<file path="src/rtl/softmax_pkg.sv">
// rtl/softmax_pkg.sv - shared widths and FSM encodings for the softmax datapath
package softmax_pkg;

  // Defaults shared with the softmax core and the score FIFO
  localparam int SM_DATA_WIDTH = 16;
  localparam int SM_NUM_CLASS  = 7;
  localparam int SM_IDX_WIDTH  = 3;

  // Argmax reader FSM encodings
  localparam logic [2:0] S_IDLE  = 3'd0;
  localparam logic [2:0] S_CLR   = 3'd1;
  localparam logic [2:0] S_READ  = 3'd2;
  localparam logic [2:0] S_DRAIN = 3'd3;
  localparam logic [2:0] S_DONE  = 3'd4;

endpackage

</file>
<file path="src/rtl/softmax_argmax_unit_if.sv">
// rtl/softmax_argmax_unit_if.sv - control, FIFO read port and result bundle of the argmax unit
interface softmax_argmax_unit_if
  import softmax_pkg::*;
#(
  parameter int DATA_WIDTH = SM_DATA_WIDTH,
  parameter int IDX_WIDTH  = SM_IDX_WIDTH
);

  logic                  start;
  logic                  fifo_rd_clr;
  logic                  fifo_rd_en;
  logic                  fifo_rd_inc;
  logic [DATA_WIDTH-1:0] fifo_data;
  logic                  busy;
  logic                  done;
  logic [IDX_WIDTH-1:0]  class_idx;
  logic [DATA_WIDTH-1:0] max_val;

  // The argmax unit itself
  modport slave (
    input  start,
    input  fifo_data,
    output fifo_rd_clr,
    output fifo_rd_en,
    output fifo_rd_inc,
    output busy,
    output done,
    output class_idx,
    output max_val
  );

  // Whoever launches frames and serves the FIFO read port
  modport master (
    output start,
    output fifo_data,
    input  fifo_rd_clr,
    input  fifo_rd_en,
    input  fifo_rd_inc,
    input  busy,
    input  done,
    input  class_idx,
    input  max_val
  );

endinterface

</file>
<file path="src/rtl/softmax_max_cmp.sv">
// rtl/softmax_max_cmp.sv - signed running-max compare and select
module softmax_max_cmp #(
  parameter int DATA_WIDTH = 16,
  parameter int IDX_WIDTH  = 3
) (
  input  logic signed [DATA_WIDTH-1:0] run_max,
  input  logic        [IDX_WIDTH-1:0]  run_idx,
  input  logic signed [DATA_WIDTH-1:0] sample,
  input  logic        [IDX_WIDTH-1:0]  sample_idx,
  input  logic                         first,
  output logic signed [DATA_WIDTH-1:0] next_max,
  output logic        [IDX_WIDTH-1:0]  next_idx
);

  // Strictly greater only, so on a tie the earlier (lower) index is kept
  logic take;

  // First sample of a frame always loads; later ones must beat the running max
  always_comb begin
    take     = first | (sample > run_max);
    next_max = take ? sample     : run_max;
    next_idx = take ? sample_idx : run_idx;
  end

endmodule

</file>
<file path="src/rtl/softmax_argmax_unit.sv">
// rtl/softmax_argmax_unit.sv - score buffer reader and argmax reducer
module softmax_argmax_unit
  import softmax_pkg::*;
#(
  parameter int DATA_WIDTH = SM_DATA_WIDTH,
  parameter int NUM_CLASS  = SM_NUM_CLASS,
  parameter int IDX_WIDTH  = SM_IDX_WIDTH
) (
  input  logic                  clk,
  input  logic                  rst,
  softmax_argmax_unit_if.slave  bus
);

  // One spare bit so a counter never wraps inside a frame
  localparam int               CNT_WIDTH = IDX_WIDTH + 1;
  localparam logic [CNT_WIDTH-1:0] LAST_CNT = CNT_WIDTH'(NUM_CLASS - 1);

  logic [2:0]                   state;
  logic [CNT_WIDTH-1:0]         issue_cnt;
  logic [CNT_WIDTH-1:0]         recv_cnt;
  logic                         rd_vld;

  logic signed [DATA_WIDTH-1:0] run_max;
  logic        [IDX_WIDTH-1:0]  run_idx;
  logic signed [DATA_WIDTH-1:0] next_max;
  logic        [IDX_WIDTH-1:0]  next_idx;

  logic                         rd_clr_q;
  logic                         rd_en_q;
  logic                         rd_inc_q;
  logic                         busy_q;
  logic                         done_q;
  logic        [IDX_WIDTH-1:0]  class_idx_q;
  logic        [DATA_WIDTH-1:0] max_val_q;

  softmax_max_cmp #(
    .DATA_WIDTH (DATA_WIDTH),
    .IDX_WIDTH  (IDX_WIDTH)
  ) u_max_cmp (
    .run_max    (run_max),
    .run_idx    (run_idx),
    .sample     (bus.fifo_data),
    .sample_idx (recv_cnt[IDX_WIDTH-1:0]),
    .first      (recv_cnt == '0),
    .next_max   (next_max),
    .next_idx   (next_idx)
  );

  // Frame sequencing; every FIFO control and status output is registered here
  always_ff @(posedge clk) begin
    if (rst) begin
      state     <= S_IDLE;
      issue_cnt <= '0;
      rd_clr_q  <= 1'b0;
      rd_en_q   <= 1'b0;
      rd_inc_q  <= 1'b0;
      busy_q    <= 1'b0;
      done_q    <= 1'b0;
    end else begin
      rd_clr_q <= 1'b0;
      done_q   <= 1'b0;
      case (state)
        S_IDLE: begin
          if (bus.start) begin
            state    <= S_CLR;
            rd_clr_q <= 1'b1;
            busy_q   <= 1'b1;
          end
        end
        S_CLR: begin
          issue_cnt <= '0;
          rd_en_q   <= 1'b1;
          rd_inc_q  <= 1'b1;
          state     <= S_READ;
        end
        S_READ: begin
          issue_cnt <= issue_cnt + 1'b1;
          if (issue_cnt == LAST_CNT) begin
            rd_en_q  <= 1'b0;
            rd_inc_q <= 1'b0;
            state    <= S_DRAIN;
          end
        end
        S_DRAIN: begin
          state <= S_DONE;
        end
        S_DONE: begin
          done_q <= 1'b1;
          busy_q <= 1'b0;
          state  <= S_IDLE;
        end
        default: begin
          rd_en_q  <= 1'b0;
          rd_inc_q <= 1'b0;
          busy_q   <= 1'b0;
          state    <= S_IDLE;
        end
      endcase
    end
  end

  // Read data lands one cycle after the enable; only qualified samples reach the reducer
  always_ff @(posedge clk) begin
    if (rst) begin
      rd_vld   <= 1'b0;
      recv_cnt <= '0;
      run_max  <= '0;
      run_idx  <= '0;
    end else begin
      rd_vld <= rd_en_q;
      if (state == S_CLR) begin
        recv_cnt <= '0;
      end else if (rd_vld) begin
        recv_cnt <= recv_cnt + 1'b1;
        run_max  <= next_max;
        run_idx  <= next_idx;
      end
    end
  end

  // Published result changes only when a frame completes
  always_ff @(posedge clk) begin
    if (rst) begin
      class_idx_q <= '0;
      max_val_q   <= '0;
    end else if (state == S_DONE) begin
      class_idx_q <= run_idx;
      max_val_q   <= run_max;
    end
  end

  assign bus.fifo_rd_clr = rd_clr_q;
  assign bus.fifo_rd_en  = rd_en_q;
  assign bus.fifo_rd_inc = rd_inc_q;
  assign bus.busy        = busy_q;
  assign bus.done        = done_q;
  assign bus.class_idx   = class_idx_q;
  assign bus.max_val     = max_val_q;

endmodule

</file>
<file path="src/flat_wrapper.sv">
// flat-port wrapper written by rule: the top's interface ports become plain ports
module softmax_argmax_unit_flat import softmax_pkg::*;
#(
  parameter int DATA_WIDTH = SM_DATA_WIDTH,
  parameter int NUM_CLASS  = SM_NUM_CLASS,
  parameter int IDX_WIDTH  = SM_IDX_WIDTH
)
  (clk, rst, bus_start, bus_fifo_data, bus_fifo_rd_clr, bus_fifo_rd_en, bus_fifo_rd_inc, bus_busy, bus_done, bus_class_idx, bus_max_val);
  softmax_argmax_unit_if #(.DATA_WIDTH(DATA_WIDTH), .IDX_WIDTH(IDX_WIDTH)) bus_i ();
  input  logic clk;
  input  logic rst;
  input wire logic [$bits(bus_i.start)-1:0] bus_start;
  input wire logic [$bits(bus_i.fifo_data)-1:0] bus_fifo_data;
  output wire logic [$bits(bus_i.fifo_rd_clr)-1:0] bus_fifo_rd_clr;
  output wire logic [$bits(bus_i.fifo_rd_en)-1:0] bus_fifo_rd_en;
  output wire logic [$bits(bus_i.fifo_rd_inc)-1:0] bus_fifo_rd_inc;
  output wire logic [$bits(bus_i.busy)-1:0] bus_busy;
  output wire logic [$bits(bus_i.done)-1:0] bus_done;
  output wire logic [$bits(bus_i.class_idx)-1:0] bus_class_idx;
  output wire logic [$bits(bus_i.max_val)-1:0] bus_max_val;
  assign bus_i.start = bus_start;
  assign bus_i.fifo_data = bus_fifo_data;
  assign bus_fifo_rd_clr = bus_i.fifo_rd_clr;
  assign bus_fifo_rd_en = bus_i.fifo_rd_en;
  assign bus_fifo_rd_inc = bus_i.fifo_rd_inc;
  assign bus_busy = bus_i.busy;
  assign bus_done = bus_i.done;
  assign bus_class_idx = bus_i.class_idx;
  assign bus_max_val = bus_i.max_val;
  softmax_argmax_unit #(.DATA_WIDTH(DATA_WIDTH), .NUM_CLASS(NUM_CLASS), .IDX_WIDTH(IDX_WIDTH)) u_core (.clk(clk), .rst(rst), .bus(bus_i));
endmodule
</file>
<file path="config.mk">
export PLATFORM = sky130hd
export DESIGN_NAME = softmax_argmax_unit_flat
export DESIGN_NICKNAME = d
export VERILOG_FILES = /design/src/rtl/softmax_pkg.sv /design/src/rtl/softmax_argmax_unit_if.sv /design/src/rtl/softmax_max_cmp.sv /design/src/rtl/softmax_argmax_unit.sv /design/src/flat_wrapper.sv
export SDC_FILE = /design/constraint.sdc
export NUM_CORES = 1
export LEC_CHECK = 0
export CORE_ASPECT_RATIO = 0.8
export CORE_MARGIN = 5
export CORE_UTILIZATION = 55
export DETAILED_ROUTE_END_ITERATION = 8
export HOLD_SLACK_MARGIN = 0.12
export MAX_ROUTING_LAYER = met4
export PLACE_DENSITY = 0.86
export SLEW_MARGIN = 30
export SYNTH_ARGS = -nofsm -noshare
export SYNTH_HDL_FRONTEND = slang
export SYNTH_SLANG_ARGS = --single-unit
</file>
<file path="constraint.sdc">
create_clock -name clk -period 6.68 [get_ports clk]
set_clock_uncertainty 0.1 [all_clocks]
set_input_delay 2.004 -clock clk [delete_from_list [all_inputs] [get_ports clk]]
set_output_delay 2.004 -clock clk [all_outputs]
set_load 0.05 [all_outputs]
</file>
==> results of run 1 <==
## layer usage
metal	vias up	wire, um	track usage [%]
met2	40	2310	28.3
li1	1111	-	-
met5	-	0	-
met3	5	249	3.63
met4	0	36	4.77
met1	995	2640	25.0
## flip-flops by register name, summed over array words and instances, names as in the netlist
signal and cells:
u_core.bus.max_val 16, u_core.run_max 16, u_core.issue_cnt 4, u_core.recv_cnt 4, u_core.bus.class_idx 3, u_core.run_idx 3
u_core.state 3, u_core.bus.busy 1, u_core.bus.done 1, u_core.bus.fifo_rd_clr 1, u_core.bus.fifo_rd_en 1, u_core.rd_vld 1
## placed cells by master, fill, tap and decap left out, types with 2 or more instances in the layout
cell,n
sky130_fd_sc_hd__xor2_1,2
sky130_fd_sc_hd__nand4_1,6
sky130_fd_sc_hd__o21ai_0,7
sky130_fd_sc_hd__a21oi_1,31
sky130_fd_sc_hd__ha_1,20
sky130_fd_sc_hd__and3_1,3
sky130_fd_sc_hd__nand3b_1,2
sky130_fd_sc_hd__nand2b_1,40
sky130_fd_sc_hd__clkdlybuf4s50_1,42
sky130_fd_sc_hd__nand2_1,49
sky130_fd_sc_hd__a21o_1,3
sky130_fd_sc_hd__xnor2_1,2
sky130_fd_sc_hd__o221ai_1,2
sky130_fd_sc_hd__clkbuf_8,5
sky130_fd_sc_hd__nor2_1,16
sky130_fd_sc_hd__dfxtp_1,54
sky130_fd_sc_hd__inv_1,23
sky130_fd_sc_hd__nor2b_1,2
sky130_fd_sc_hd__mux2i_1,22
sky130_fd_sc_hd__nor3_1,2
## kinds of logic (layout without fill, tap and decap cells)
kind of cell    Yosys count  in the layout  synth area share [%]
simple gates            127            127                  23.9
compound gates           48             48                  9.99
flops                    54             54                  40.5
buf+inv                  40             75                  6.66
fa+ha+maj                20             20                  9.38
xor+xnor                  4              4                  1.31
mux                      22             22                  8.25
## per-stage QoR
stage	cells	area, um^2	utilization, %	worst slack (ns)
6_report	410	3200	68.7	2.04
5_1_grt	410	3200	68.7	1.83
4_1_cts	410	3200	68.7	2.03
3_5_place_dp	402	3100	66.7	1.69
3_3_place_gp	401	3090	66.4	1.60
2_1_floorplan	315	2670	-	2.69
## tightest hold or removal path, cell delays in order (launching register included)
cell and delay (ns):
sky130_fd_sc_hd__dfxtp_1 0.32, sky130_fd_sc_hd__nand2_1 0.05, sky130_fd_sc_hd__a21oi_1 0.05
## where the power goes
group	internal (W)	switching, W	total [W]
clock network	0.0000759	0.000113	0.000189
logic	0.0000548	0.0000600	0.000115
registers	0.000335	0.0000184	0.000354
## final timing paths
check             slack [ns]  cells past startpoint                          startpoint                                  to
hold / removal          0.36                      2  u_core.bus.max_val[4]$_SDFFE_PP0P_  u_core.bus.max_val[4]$_SDFFE_PP0P_
setup reg to reg        3.78                      9     u_core.run_max[15]$_SDFFE_PP0P_      u_core.run_idx[1]$_SDFFE_PP0P_
hold reg to reg         0.36                      2  u_core.bus.max_val[4]$_SDFFE_PP0P_  u_core.bus.max_val[4]$_SDFFE_PP0P_
setup / recovery        2.04                      9                   bus_fifo_data[15]      u_core.run_idx[1]$_SDFFE_PP0P_
## cell type report
type                    count  share of cell area, %
multi-input cells         221                   44.3
flip-flops and latches     54                   33.8
repair buffers             44                   13.9
clock inverters             3                  0.783
clock buffers               5                   2.15
well taps                  60                   2.35
inverters                  23                   2.70
==> results by stage, run 1 <==
Floorplan:
- The region available for standard cell placement spans ~4700 um^2.
- Once the floorplan was initialized, standard cells occupied 57.4% of the core.
- The number of rows in the core area is 22.
- The die covers 6350 um^2.
- The width of the die is 87.9 um.
- During I/O placement, the number of pins put on the boundary was between 40 and 50.
- From bottom edge to top edge, the die measures 72.3 um.

STA:
- Setup repair after global routing left no endpoint under its margin.
- The worst hold slack after final layout is 0.359 ns.
- The maximum achievable frequency is 215 MHz.
- The relative max-transition margin is 47.0%.
- The final-layout setup total negative slack is 0 ns.
- The final number of max-transition violations is 0.
- The final critical path time including I/O delays and setup is 4.64 ns.
- At the pin with the least slew margin, the transition time is 0.793 ns.
- The period utilization is between 60 and 70%.
- The number of setup violations in the final report is 0.
- The hold violation total from the final report is 0.

Setup path:
- The largest fanout of any net on the critical path is 10.
- Data on the critical path arrives at its endpoint at 4.78 ns.
- The cell family contributing the most delay on the critical path is simple AND/OR/NAND/NOR gates.
- Counting both buffers and inverters, the worst setup path holds a total of 2.
- For this design, the slowest cell found on the critical path is sky130_fd_sc_hd__nor3_4.
- The largest stage delay on the critical path is approximately 0.59 ns.
- Walking the worst path, the cells encountered are clkdlybuf4s50_1 -> ha_1 -> nand4_1 -> or4_1 -> nand3_1 -> o22ai_1 -> nor3_4 -> buf_8 -> mux2i_1.
- The critical path is of the in2reg type.
- The kind of start point of the critical path is a primary input.
- The endpoint kind of the worst setup timing path is a flop.
- The worst path required time is 6.82 ns.

Drt:
- The count of nets left with antenna violations once routing finished came out at 0.
- Across all layers, the routed design uses ~2200 vias.
- The mean routed wirelength per cell is 12.8 um.
- The number of violations reported at the end of detailed-routing iteration 0 is ~100.
- The final wirelength is 5.23 mm.
- Dividing the detail-routed via count by the number of cells gives 5.25.
- The first detailed-routing pass ran for 4 iterations.
- The number of design rule violations left after detail routing is 0.

Logic synthesis:
- The most used flip-flop cell after synthesis is sky130_fd_sc_hd__dfxtp_1.
- The number of cells produced by synthesis is around 320.
- In this run the mean area of a mapped cell was about 8.5 um^2.
- The synthesized design spends more area on one cell type than any other, namely sky130_fd_sc_hd__dfxtp_1.
- After synthesis, the share of flip-flops with an asynchronous set or reset is 0%.
- The number of library cell types mapped by synthesis is 35.
- The share of the yosys chip area belonging to registers is 40.5%.
- The number of nets in the synthesized netlist is 354.
- The commonest cells after synthesis are sky130_fd_sc_hd__dfxtp_1 (54), sky130_fd_sc_hd__nand2_1 (49), sky130_fd_sc_hd__nand2b_1 (40), sky130_fd_sc_hd__a21oi_1 (31), sky130_fd_sc_hd__inv_1 (23).
- In this run, synthesis produced a sequential element count of 54.
- The number of warning messages in the yosys log is 0.
- The library cell with the highest instance count after synthesis is sky130_fd_sc_hd__dfxtp_1.
- Summed over its instances, the top area cell type makes up 40.5% of the synthesized netlist area.
- The mapped netlist covers about 2700 um^2.
- The number of enable flip-flop cells after synthesis is 0.
- Ranked by total cell area, the synthesized netlist is headed by sky130_fd_sc_hd__dfxtp_1 (41%), sky130_fd_sc_hd__ha_1 (9.4%), sky130_fd_sc_hd__nand2b_1 (9.4%).

GRT:
- The number of global-route vias before repair is 2072.
- The largest net degree at the start of global routing is 39.
- The first-pass GRT wire length is 9.24 mm.
- Global routing consumed, over all layers together, 18.5% of the routing resources.
- The initial antenna violation count is 0.
- The residual overflow from global routing is 0.

Final layout:
- At the end of the flow, the number of nets in the layout was slightly below 400.
- In the final layout, flip-flops and latches occupy about 1100 um^2.
- Cells with a size suffix above 1 make up 3.43% of the layout.
- The antenna cell count is 0.
- The area growth from synthesis to layout is 19.7%.
- Summing all multi-input logic gate instances after layout gives 1420 um^2.
- The final-layout fill cell count is 374.

CTS:
- The CTS tree is yes.
- The clock tree buffer depth is 2.
- The cell sitting at the root of the clock tree is a sky130_fd_sc_hd__clkbuf_8.
- The H-tree was split into 2 levels.
- After clock tree synthesis, the clock-pin slew on the worst setup and hold paths is approximately 0.1 ns.
- The total of cells resized after clock tree synthesis is 0.
- After clock tree synthesis, the flow added hold-fix buffers numbering 0.
- In this run, CTS created clock tree buffers numbering 5.
- Post-CTS timing repair inserted 0 buffers for setup.
- CTS saw 54 sinks.
- At the later pin of the worst-skew pair, clock insertion delay measures 0.31 ns.

Place:
- The congestion estimate from routability-driven global placement came to roughly 0.84.
- The HPWL after detailed placement is 3.69 mm.
- Buffers placed on the I/O ports in this run total 42.

Job:
- The number of maximum-capacitance violations is 0.

Power:
- Dividing total power by cell area gives a power density of 206 nW/um^2.
- The worst voltage drop across the vdd grid is 0.154 mV.
- Summed over all cells, the static leakage comes to 1.27 nW.
- Total power for the finished layout comes to around 0.00066 W.

Hold path:
- The path class of the tightest hold or removal check is reg2reg.

Run status:
- The run finished with clean final reports.
Power figures use the tool's default switching activity.
==> run 2: changes to the inputs <==
--- a/config.mk
+++ b/config.mk
@@ -7,11 +7,11 @@
 export LEC_CHECK = 0
 export CORE_ASPECT_RATIO = 0.8
 export CORE_MARGIN = 5
-export CORE_UTILIZATION = 55
+export CORE_UTILIZATION = 53
 export DETAILED_ROUTE_END_ITERATION = 8
 export HOLD_SLACK_MARGIN = 0.12
 export MAX_ROUTING_LAYER = met4
-export PLACE_DENSITY = 0.86
+export PLACE_DENSITY = 0.83
 export SLEW_MARGIN = 30
 export SYNTH_ARGS = -nofsm -noshare
 export SYNTH_HDL_FRONTEND = slang
==> constraint.sdc (replaced) <==
create_clock -name clk -period 4.4 [get_ports clk]
set_clock_uncertainty 0.1 [all_clocks]
set_input_delay 1.32 -clock clk [delete_from_list [all_inputs] [get_ports clk]]
set_output_delay 1.32 -clock clk [all_outputs]
set_load 0.05 [all_outputs]
==> run 2 against run 1 <==
Worst setup slack worse by 1.3 ns. Non-clock buffer count up 1. Critical path type unchanged. First-iteration DRC count up 22%. Critical endpoint is now u_core.run_max[5]$_SDFFE_PP0P_. Highest routed layer unchanged. Cell count up 0.73%. Global-route usage up 0.81 points. Sequential share of layout area down 0.15 points. Final area up 0.43%. Clock-buffer cell count up 1. Flip-flop and latch count unchanged. Largest power group unchanged. Via count down 0.46%. Largest cell class unchanged. Sequential power up 51%.
==> results by stage, run 2 (synthesis results as in run 1) <==
Drt:
- The mean routed wirelength per cell is 13.7 um (+7.2%).
- The number of nets still failing antenna checks after routing is 0 (unchanged).
- The highest metal layer used by the detailed router is met4.
- The via count is 2141 (-0.46%).
- The detailed-routing wirelength on met1 was 2.74 mm (+3.6%).
- The total met3 wirelength after detailed routing is 264 um (+6.0%).
- The number of violations reported at the end of detailed-routing iteration 0 is 126 (+22%).
- The met2 layer wire length in the routed design is 2.58 mm (+12%).
- The number of design rule violations left after detail routing came to 0 (unchanged).
- The first-pass detailed-route iteration total is 4 (unchanged).
- The vias per cell is 5.18 (-1.2%).
- The final wirelength is 5.65 mm (+8.0%).

STA:
- The final number of max-transition violations is 0 (unchanged).
- The worst hold slack after final layout is 0.360 ns (+0.000663 ns).
- The hold violation total from the final report is 0 (unchanged).
- The pin slew with the least headroom to its limit came to 0.769 ns (-0.0244 ns).
- The final critical path time including I/O delays and setup is 3.63 ns.
- The relative max-transition margin is 48.8% (+1.8 points).
- The worst path uses 82.4% of the clock period.
- Setup repair after global routing left no endpoint under its margin.
- The final-layout setup total negative slack is 0 ns (unchanged).
- The slack of the critical path is 0.774 ns (-1.27 ns).
- The maximum achievable frequency is 276 MHz.
- The number of setup violations in the final report is 0 (unchanged).

Power:
- The power density of the placed cells is 328 nW/um^2 (+59%).
- The standby leakage power is 1.27 nW (+0.60%).
- The share of power burned in combinational logic is 16.7% (-0.8 points).
- The share of total power consumed by net switching came to 27.6% (-1.5 points).
- The worst voltage drop across the vdd grid was 0.178 mV (+16%).
- The sequential power share is 51.0% (-2.8 points).
- The net switching power is 0.000290 W (+52%).
- The internal power contribution was 0.000762 W (+64%).
- The relative contribution of the clock network to total power is 32.3% (+3.6 points).

GRT:
- The largest net degree at the start of global routing came to 47 (+21%).
- The number of global-route vias before repair was 2158 (+4.2%).
- The overall track demand over capacity in global routing is 19.3% (+0.81 points).
- The initial antenna violation count came to 0 (unchanged).
- The first-pass GRT wire length is 9.71 mm (+5.1%).
- The residual overflow from global routing is 0 (unchanged).

Floorplan:
- The initial standard-cell utilization of the core is 53.9% (-3.5 points).
- The die footprint is 6560 um^2 (+3.3%).
- The die outline height is 73.5 um (+1.6%).
- The number of top-level pins was 43 (unchanged).
- The placeable core region came to 4950 um^2 (+6.4%).
- The width of the die is 89.3 um (+1.7%).
- The number of rows in the core area is 23 (+4.5%).

CTS:
- The cell chosen for the clock root is sky130_fd_sc_hd__clkbuf_8.
- The clock latency of the later-clocked register in the worst-skew pair is 0.32 ns (about the same).
- The total of cells resized after clock tree synthesis is 0 (unchanged).
- The CTS tree is yes.
- The number of clock sinks came to 54 (unchanged).
- The clock tree buffer depth is 2 (unchanged).
- The total CTS buffers is 5 (unchanged).
- The number of levels the H-tree was split into came to 2 (unchanged).
- The number of hold-repair buffers added at the cts stage was 0 (unchanged).
- The clock-pin slew on the worst setup and hold paths was 0.10 ns (about the same).
- The post-CTS repair timing setup buffer count is 0 (unchanged).

Final layout:
- The most common cell after layout, fill and taps aside is sky130_fd_sc_hd__dfxtp_1.
- The area growth from synthesis to layout is 20.3%.
- The antenna cell count is 0 (unchanged).
- The final net count is 389 (+0.26%).
- In the layout the commonest cells are sky130_fd_sc_hd__dfxtp_1 (54), sky130_fd_sc_hd__nand2_1 (49), sky130_fd_sc_hd__clkdlybuf4s50_1 (41).
- The fraction of final layout cells with drive strength greater than 1 is 3.70% (+0.28 points).
- The cell area after layout came to 3210 um^2 (+0.43%).

Setup path:
- The worst path required time is 4.55 ns (-2.27 ns).
- The largest stage delay on the critical path is 0.59 ns (about the same).
- The worst endpoint data arrival time is 3.78 ns (-1.00 ns).
- The worst setup path is captured at a flop.
- The number of buffer and inverter instances along the worst setup path is 2 (unchanged).
- The critical path goes through clkdlybuf4s50_1 -> ha_1 -> nand4_1 -> or4_1 -> nand3_1 -> o22ai_1 -> nor3_4 -> buf_4 -> mux2i_1.
- The family with the most delay on the worst path is simple AND/OR/NAND/NOR gates.
- The worst setup path is launched from a primary input.
- The master of the slowest instance on the critical path is sky130_fd_sc_hd__or4_1.
- The setup path with the least slack is of type in2reg.
- The largest fanout of any net on the critical path is 11 (+1).
- The minimum setup slack among reg-to-reg paths is 1.78 ns (-2.00 ns).

Job:
- The number of maximum-capacitance violations was 0 (unchanged).

Place:
- The HPWL after detailed placement came to 3.88 mm (+5.2%).
- The post-detailed-placement cell area is 3100 um^2 (about the same).
- The routability congestion estimate is 0.755 (-9.9%).
- The worst slack at placement is 0.460 ns (-1.23 ns).
- The number of port buffers came to 42 (unchanged).

Hold path:
- The path class of the tightest hold or removal check is reg2reg.

Run status:
- The flow ran to the end, and the final reports show no timing, DRC or antenna violations.
[run 2: power by group through the flow]
stage / sequential [W] / combinational (W) / clock, W
after floorplan: 0.000549 / 0.000122 / 0
after global placement: 0.000545 / 0.000168 / 0
after detailed placement: 0.000547 / 0.000174 / 0
after CTS: 0.000535 / 0.000176 / 0.000344
after global routing: 0.000541 / 0.000195 / 0.000362
final: 0.000536 / 0.000176 / 0.000340
[run 2: path summary, 6_finish.rpt]
| check | cells past startpoint | to | start |
|---|---|---|---|
| worst max-delay path | 9 | u_core.run_max[5]$_SDFFE_PP0P_ | bus_fifo_data[15] |
| worst min-delay path | 2 | u_core.bus.max_val[13]$_SDFFE_PP0P_ | u_core.bus.max_val[13]$_SDFFE_PP0P_ |
| worst max register to register | 9 | u_core.run_max[5]$_SDFFE_PP0P_ | u_core.run_max[15]$_SDFFE_PP0P_ |
| worst min register to register | 2 | u_core.bus.max_val[13]$_SDFFE_PP0P_ | u_core.bus.max_val[13]$_SDFFE_PP0P_ |
[run 2: layout make-up]
class | instances | area, um^2
well taps | 62 | 77.6
inverters | 23 | 86.3
clock inverters | 2 | 37.5
fillers | 449 | 1740
clock buffers | 6 | 72.6
multi-input cells | 221 | 1420
repair buffers | 45 | 438
flip-flops and latches | 54 | 1080
[run 2: worst register-to-register path, stage by stage (launching register included)]
cell and delay [ns]:
sky130_fd_sc_hd__dfxtp_1 0.39, sky130_fd_sc_hd__inv_1 0.06, sky130_fd_sc_hd__ha_1 0.33, sky130_fd_sc_hd__nand4_1 0.16, sky130_fd_sc_hd__or4_1 0.59, sky130_fd_sc_hd__nand3_1 0.14
sky130_fd_sc_hd__o22ai_1 0.12, sky130_fd_sc_hd__nor3_4 0.19, sky130_fd_sc_hd__buf_4 0.26, sky130_fd_sc_hd__mux2i_1 0.21
[run 2: per-stage QoR]
stage / power, W / utilization, % / instances
CTS: 0.00106 / 64.8 / 413
global route: 0.00110 / 64.8 / 413
global placement: 0.000714 / 62.6 / 405
floorplan: 0.000670 / - / 315
finish: 0.00105 / 64.8 / 413
detailed placement: 0.000721 / 62.6 / 405
[run 2: per-layer routing]
metal  vias up  track usage [%]
met3         9             3.92
met4         0             6.12
met2        39             30.7
li1       1104                -
met1       989             24.6
met5         -                -
